`src/rtl/fp_arbiter_rr.sv`:
```
// Priority queue selector with round-robin tie-break, optional starvation aging,
// and a grant that stays stable until the downstream dispatcher accepts it.
module fp_arbiter_rr #(
  parameter int NUMBER_OF_QUEUES = 4,
  parameter int PRIORITY_SIZE    = 4,
  parameter int AGING_ENABLE     = 1,
  parameter int AGE_THRESHOLD    = 8
) (
  input  logic                                       clock,
  input  logic                                       reset,
  input  logic [NUMBER_OF_QUEUES*PRIORITY_SIZE-1:0]  priorities,
  input  logic [NUMBER_OF_QUEUES-1:0]                free,
  output logic [$clog2(NUMBER_OF_QUEUES)-1:0]        selection,
  output logic                                       selection_valid,
  input  logic                                       selection_ready,
  output logic [PRIORITY_SIZE-1:0]                   selection_priority
);

  localparam int N     = NUMBER_OF_QUEUES;
  localparam int P     = PRIORITY_SIZE;
  localparam int SEL_W = $clog2(NUMBER_OF_QUEUES);

  localparam logic [7:0]       AGE_MAX = 8'(AGE_THRESHOLD);
  localparam logic [SEL_W-1:0] LAST_ID = SEL_W'(NUMBER_OF_QUEUES - 1);

  logic [N-1:0]     eligible;
  logic [P-1:0]     eff_prio [N];
  logic [7:0]       age [N];
  logic [N-1:0]     promoted;
  logic [N-1:0]     sel_hot;
  logic [SEL_W-1:0] rr_pointer;
  logic             handshake;

  logic [P-1:0]     max_prio;
  logic [N-1:0]     candidate;
  logic [SEL_W-1:0] winner;
  logic [P-1:0]     winner_prio;
  logic             any_eligible;

  assign handshake    = selection_valid & selection_ready;
  assign any_eligible = |eligible;
  assign sel_hot      = {{(N-1){1'b0}}, 1'b1} << selection;

  always_comb begin
    for (int j = 0; j < N; j++) begin
      promoted[j] = (AGING_ENABLE != 0) && (age[j] == AGE_MAX);
    end
  end

  // Eligibility travels apart from priority so a free queue at priority 0 still competes.
  always_ff @(posedge clock) begin
    if (reset) begin
      eligible <= '0;
      for (int j = 0; j < N; j++) begin
        eff_prio[j] <= '0;
      end
    end else begin
      eligible <= free;
      for (int j = 0; j < N; j++) begin
        eff_prio[j] <= promoted[j] ? {P{1'b1}} : priorities[j*P +: P];
      end
    end
  end

  generate
    if (AGING_ENABLE != 0) begin : g_aging
      always_ff @(posedge clock) begin
        if (reset) begin
          for (int j = 0; j < N; j++) begin
            age[j] <= '0;
          end
        end else begin
          for (int j = 0; j < N; j++) begin
            if (!free[j]) begin
              age[j] <= '0;
            end else if (handshake) begin
              if (sel_hot[j]) begin
                age[j] <= '0;
              end else if (eligible[j] && age[j] != AGE_MAX) begin
                age[j] <= age[j] + 8'd1;
              end
            end
          end
        end
      end
    end else begin : g_no_aging
      always_comb begin
        for (int j = 0; j < N; j++) begin
          age[j] = '0;
        end
      end
    end
  endgenerate

  always_comb begin
    max_prio = '0;
    for (int j = 0; j < N; j++) begin
      if (eligible[j] && eff_prio[j] > max_prio) begin
        max_prio = eff_prio[j];
      end
    end
    for (int j = 0; j < N; j++) begin
      candidate[j] = eligible[j] && (eff_prio[j] == max_prio);
    end
  end

  // Scan upward from the round-robin pointer, wrapping, and take the first candidate.
  always_comb begin
    int  idx;
    logic found;
    winner      = '0;
    winner_prio = '0;
    found       = 1'b0;
    idx         = 0;
    for (int k = 0; k < N; k++) begin
      idx = int'(rr_pointer) + k;
      if (idx >= N) begin
        idx = idx - N;
      end
      if (!found && candidate[idx]) begin
        found       = 1'b1;
        winner      = idx[SEL_W-1:0];
        winner_prio = eff_prio[idx];
      end
    end
  end

  // After an accepted grant, valid drops for one cycle so `free` can reflect the dequeue.
  always_ff @(posedge clock) begin
    if (reset) begin
      selection          <= '0;
      selection_valid    <= 1'b0;
      selection_priority <= '0;
      rr_pointer         <= '0;
    end else if (selection_valid && !selection_ready) begin
      selection          <= selection;
      selection_valid    <= selection_valid;
      selection_priority <= selection_priority;
    end else if (handshake) begin
      selection_valid <= 1'b0;
      rr_pointer      <= (selection == LAST_ID) ? '0 : selection + 1'b1;
    end else if (any_eligible) begin
      selection          <= winner;
      selection_priority <= winner_prio;
      selection_valid    <= 1'b1;
    end else begin
      selection_valid <= 1'b0;
    end
  end

endmodule
```
`config.mk`:
```
export PLATFORM = sky130hd
export DESIGN_NAME = fp_arbiter_rr
export DESIGN_NICKNAME = d
export VERILOG_FILES = /design/src/rtl/fp_arbiter_rr.sv
export SDC_FILE = /design/constraint.sdc
export NUM_CORES = 1
export LEC_CHECK = 0
export ABC_AREA = 1
export CAP_MARGIN = 10
export CORE_MARGIN = 5
export CORE_UTILIZATION = 45
export DETAILED_ROUTE_END_ITERATION = 7
export DONT_BUFFER_PORTS = 1
export PLACE_DENSITY_LB_ADDON = 0.12
export SLEW_MARGIN = 20
export SYNTH_ARGS = -nofsm -noshare
export SYNTH_HDL_FRONTEND = slang
export SYNTH_SLANG_ARGS = --single-unit
```
`constraint.sdc`:
```
create_clock -name clock -period 6.1 [get_ports clock]
set_input_delay 0.305 -clock clock [delete_from_list [all_inputs] [get_ports clock]]
set_output_delay 0.305 -clock clock [all_outputs]
set_load 0.03 [all_outputs]
```
# Yosys cells after proc, flatten, opt, wreduce, memory -nomap -nowiden
# Memory sizes are Yosys's and may differ from the RTL's.
# Cells that the tools add are included.
[totals]
register_bits = 13
mem_bits_rw = 48
n_memories = 2
[mem_list]
columns = ["name", "depth", "word_bits", "rd", "rd_ports_with_merged_regs", "wr", "line", "text"]
rows = [
  ["age", 4, 8, 4, 0, 4, "28", "logic [7:0] age [N];"],
  ["eff_prio", 4, 4, 8, 0, 4, "27", "logic [P-1:0] eff_prio [N];"],
]
[op_classes]
n_addsub = 12
order_cmp = 12
eq_ne = 13
shift = 1
muxes = 113
bitwise_logic = 19
reduce_logical = 23
[ops]
columns = ["operator", "n"]
rows = [
  ["32-bit by 4-bit less-than comparator with 1-bit output (second input constant)", 4],
  ["32-bit two-way mux", 4],
  ["8-bit two-way mux", 12],
  ["1-bit two-way mux", 72],
  ["4-bit two-way mux", 16],
  ["8-bit by 1-bit adder with 8-bit output (second input constant)", 4],
  ["8-bit by 4-bit equality test with 1-bit output (second input constant)", 4],
  ["8-bit by 4-bit inequality test with 1-bit output (second input constant)", 4],
  ["4-bit equality test", 4],
  ["1-bit logical AND", 16],
  ["1-bit bitwise OR", 16],
  ["4-bit > comparator", 3],
  ["3-bit by 3-bit subtractor with 4-bit output (second input constant)", 3],
  ["2-bit two-way mux", 5],
  ["3-bit greater-or-equal comparator (second input constant)", 3],
  ["1-bit binary-select mux with 2-bit select", 4],
  ["2-bit by 2-bit adder with 3-bit output (second input constant)", 2],
  ["4-bit by 1-bit > comparator with 1-bit output (second input constant)", 1],
  ["1-bit zero test", 4],
  ["4-bit OR reduction", 1],
  ["1-bit by 2-bit left shift with 4-bit output (first input constant)", 1],
  ["2-bit by 3-bit subtractor with 4-bit output (second input constant)", 1],
  ["2-bit by 1-bit adder with 3-bit output (second input constant)", 1],
  ["2-bit by 3-bit greater-or-equal comparator with 1-bit output (second input constant)", 1],
  ["6 further kinds", 7],
]

# Logic depth before layout (Yosys ltp)
[depth]
ltp_word = 27
ltp_mapped = 44

# Least setup slack after synthesis
# No wires, ideal clock.
[synth_path]
path_kind = "flip-flop to flip-flop"
start = "memory eff_prio[0][2] (netlist name)"
end = "register selection[0]"
t_arrival_ns = 4.096
required_ns = 5.991
setup_slack_ns = 1.895
path_stages_with_launch = 39
path_buffers = 0
path_cell_list = "dfxtp_1 > nor2_1 > nand2_1 > nand3_1 > ha_1 > nand2_2 > nor2_2 > nor2_4 > nand2_4 > nand2_2 > nand2_2 > ha_1 > a21oi_1 > nand2_2 > nand2_4 > inv_2 > nand2_1 > nand2_1 > [3 not listed] > nand2_4 > inv_2 > nand2_1 > nand2_4 > nand2_1 > nand2_1 > nor2_1 > nand3_1 > nand2_1 > nand2_1 > nand2_1 > nand2_2 > nand3_1 > o21ai_1 > nor2_1 > nand3_1 > nand2_1 > inv_1"
[synth_lines]
columns = ["item", "line", "text"]
rows = [
  ["start, declared", "27", ""],
  ["end signal, assigned", "136", "selection <= selection;"],
  ["end signal, assigned", "143", "selection <= winner;"],
  ["end, declared", "13", "output logic [$clog2(NUMBER_OF_QUEUES)-1:0] selection,"],
]

# Final worst setup path
[layout_path]
start = "register eligible[0]"
end = "register selection[0]"
[layout_between]
elab_chain_cells = 26
[layout_rtl]
columns = ["item", "line", "text"]
rows = [
  ["start, declared", "26", "logic [N-1:0] eligible;"],
  ["start signal, assigned", "58", "eligible <= free;"],
  ["1-bit logical AND", "98", "if (eligible[j] && eff_prio[j] > max_prio) begin"],
  ["4-bit two-way mux", "98", ""],
  ["4-bit > comparator", "98", ""],
  ["1-bit logical AND", "98", ""],
  ["4-bit two-way mux", "98", ""],
  ["4-bit > comparator", "98", ""],
  ["1-bit logical AND", "98", ""],
  ["4-bit two-way mux", "98", ""],
  ["[10 not listed]", "-", ""],
  ["1-bit logical AND", "120", "if (!found && candidate[idx]) begin"],
  ["1-bit two-way mux", "120", ""],
  ["1-bit zero test", "120", ""],
  ["1-bit logical AND", "120", ""],
  ["1-bit two-way mux", "120", ""],
  ["1-bit zero test", "120", ""],
  ["1-bit logical AND", "120", ""],
  ["2-bit two-way mux", "120", ""],
]
# Parallel ways exist; a longest one is shown, timed or not. The select of a mux whose other input is x is not followed.
# A chain may end at the register's enable or synchronous reset.

==> impl_metrics.json <==
{
  "status": "complete, no violations",
  "final.period_utilization_pct": 79.8,
  "initialDrtViolationCount": 137,
  "tns_ns": 0,
  "synthTopCellsByArea": "edfxtp_1 (24%), dfxtp_1 (14%), nand2_1 (11%), inv_1 (8.2%), ha_1 (7.4%)",
  "synth_top_area_cell": "edfxtp_1",
  "ys_types": 36,
  "cts_tree": "done",
  "critPathArrivalTime_ns": 5.12,
  "first_pass_iters": 5,
  "setup_viol": 0,
  "synth_xor_area_share_pct": 0.651,
  "gr-usage-all-layers_pct": 16.6,
  "p_per_area_mw_per_mm2": 244,
  "die_height_um": 105,
  "ant_nets": 0,
  "cts_setup_buffers": 0,
  "ios": 30,
  "critPathCaptureType": "flop",
  "post_drt_wl_per_cell_um": 13.2,
  "grt_pass1_vias": 3294,
  "synthMuxAreaShare_pct": 0,
  "grt_pass1_wl_um": 15100,
  "syn_area_per_cell_um2": 7.33,
  "crit_path_top_delay_cell": "dfxtp_1",
  "die_area_mm2": 0.0110,
  "hpwl_um": 7020,
  "cts.sinks": 61,
  "rows": 34,
  "tightest_slew_ns": 0.975,
  "synth_compound_area_share_pct": 5.77,
  "hold_violations": 0,
  "critPathMaxStageDelay_ns": 0.47,
  "routabilityCongestion": 0.899,
  "syn_to_final_growth_pct": 7.69,
  "post-route-min-period_ns": 4.87,
  "finish.instance_area_mm2": 0.00434,
  "final_layout_size_suffix_gt1_share_pct": 10.2,
  "core-area_mm2": 0.00872,
  "layout.cells.non_filler": 669,
  "synth_adder_area_share_pct": 7.44,
  "numCtsBuffers": 9,
  "dieWidth_um": 105,
  "hold_path.class": "in2reg",
  "max-cap-violations": 0,
  "antenna_found_initial": 0,
  "synthSimpleGateAreaFrac_pct": 38.5,
  "place_area_mm2": 0.00414,
  "ys_seq_area_share_pct": 38.2,
  "ir_worst_vdd_mv": 0.122,
  "cts_root_buffer": "clkbuf_8",
  "r2r_slack_ns": 1.23,
  "synth_nets": 597,
  "final_nets": 603,
  "placedCellCount": 652,
  "netlist_instances": 550,
  "post_cts_resized": 0,
  "grt_overflow": 0,
  "crit_buf_inv": 5,
  "slew_violations": 0,
  "port_buffers": 0,
  "max_freq_mhz": 205,
  "p_leak_nw": 2.04,
  "grt_max_degree": 27,
  "clk_pin_slew_ns": 0.08,
  "cp_max_fo": 14,
  "path_delay_family": "simple AND/OR/NAND/NOR gates",
  "start_util_pct": 46.3,
  "clock_latency_ns": 0.34,
  "rsz0062_at_grt": "false",
  "yosysWarnings": 0,
  "slew_headroom_pct": 34.4,
  "path_class": "reg2reg",
  "timing.critical_path.mode_cell": "nand2_1",
  "clk_path_buf_depth": 2,
  "vias_per_cell": 5.13,
  "vias": 3434,
  "cts_max_level": 3,
  "cp.required_ns": 6.35,
  "ys_seq_elements": 61,
  "wl_um": 8820,
  "netlist_area_mm2": 0.00403,
  "drc": 0,
  "synth_top_family_by_area": "simple AND/OR/NAND/NOR gates",
  "fin_skew_ns": 0.0103,
  "synth_top_cell_area_share_pct": 23.8,
  "crit_path_start_kind": "flop",
  "antenna_cells": 0,
  "n_fill_cell": 853
}
[cells in the mapped netlist (all sizes together)]
library cell and instances:
a21oi 27, a22oi 1, a31oi 1, buf 3
clkbuf 3, clkinv 1, dfxtp 29, edfxtp 32
ha 24, inv 92, nand2 139, nand3 67
nand3b 2, nand4 13, nor2 75, nor3 12
nor3b 7, nor4 6, o211ai 1, o21a 2
o21ai 7, o21bai 2, or2 1, xnor2 2
xor2 1
[layout by cell type (no fill, tap or decap), types with 2 or more instances in the layout]
cell type and n:
o21bai_1 2, edfxtp_1 32, o21a_1 2, inv_6 2, inv_2 4, nand3_4 2
nand2_1 120, inv_1 88, nand2_2 12, ha_1 24, nor2_2 6, xnor2_1 2
nor2_1 68, o21ai_0 4, nor4_1 6, a21oi_1 26, dfxtp_1 29, nor3_1 12
nand3b_1 2, o21ai_2 2, nand2_4 7, nand3_1 59, nor3b_1 7, nand3_2 6
clkbuf_8 9, nand4_1 13
[worst reg2reg max path, delay by kind of cell (launching register included)]
family / cells / cell delay, ns
adders and majority gates: 3 / 0.91
buffers and inverters: 5 / 0.32
AOI/OAI and AO/OA: 3 / 0.35
DFF: 1 / 0.47
and+or+nand+nor: 27 / 2.71
[per-stage QoR]
stage	utilization [%]	total power, W	worst slack (ns)	hold WS (ns)
2_1_floorplan	-	0.000666	1.90	0.424
3_3_place_gp	47.4	0.000706	1.37	0.376
3_5_place_dp	47.4	0.000709	1.26	0.377
4_1_cts	49.7	0.00107	1.24	0.000510
5_1_grt	49.8	0.00113	0.717	0.000552
6_report	49.8	0.00106	1.23	0.0203
[flip-flops by register name, summed over array words and instances (netlist names)]
| name | count |
|---|---|
| eff_prio | 16 |
| age | 32 |
| rr_pointer | 2 |
| selection | 2 |
| eligible | 4 |
| selection_valid | 1 |
| selection_priority | 4 |
[cell type report]
type	instances	area (um^2)	area share [%]
timing repair buffer	1	10.0	0.230
sequential	61	1540	35.5
clock buffer	10	149	3.43
tap	108	135	3.11
inverter	93	349	8.04
multi-input combinational	390	2110	48.6
clock inverter	6	48.8	1.12
[cell families (layout without fill, tap and decap cells)]
logic type                 after synthesis  count (layout)
AOI/OAI and AO/OA                       41              41
DFF                                     61              61
xor gates and xnor gates                 3               3
and+or+nand+nor                        322             322
adders and majority gates               24              24
buffers and inverters                   99             110
[worst paths after layout]
| path | start | to | cells after the start |
|---|---|---|---|
| setup / recovery | eligible[0]$_SDFF_PP0_ | selection[0]$_SDFFE_PP0P_ | 38 |
| hold / removal | reset | selection[1]$_SDFFE_PP0P_ | 1 |
| setup reg to reg | eligible[0]$_SDFF_PP0_ | selection[0]$_SDFFE_PP0P_ | 38 |
| hold reg to reg | rr_pointer[1]$_SDFFE_PP0P_ | rr_pointer[1]$_SDFFE_PP0P_ | 2 |
[power by group]
part           internal (W)  switching [W]  leakage (nW)
Combinational     0.0000716       0.000136          1.34
Sequential         0.000456      0.0000362         0.599
Clock              0.000178       0.000184         0.105
Total              0.000706       0.000356          2.04
[what timing repair did]
item | in CTS | in global routing
hold endpoints to repair | 0 | 1
endpoints found under the setup margin | 0 | 0
hold buffers | 0 | 1
[per-layer routing]
metal	routed length, um	GRT usage [%]	up-vias
li1	-	-	1796
met4	224	6.12	0
met1	3910	19.6	1560
met2	4290	29.1	60
met3	395	3.95	18
met5	0	0	-
No activity file was read; power rests on OpenSTA's default activity.
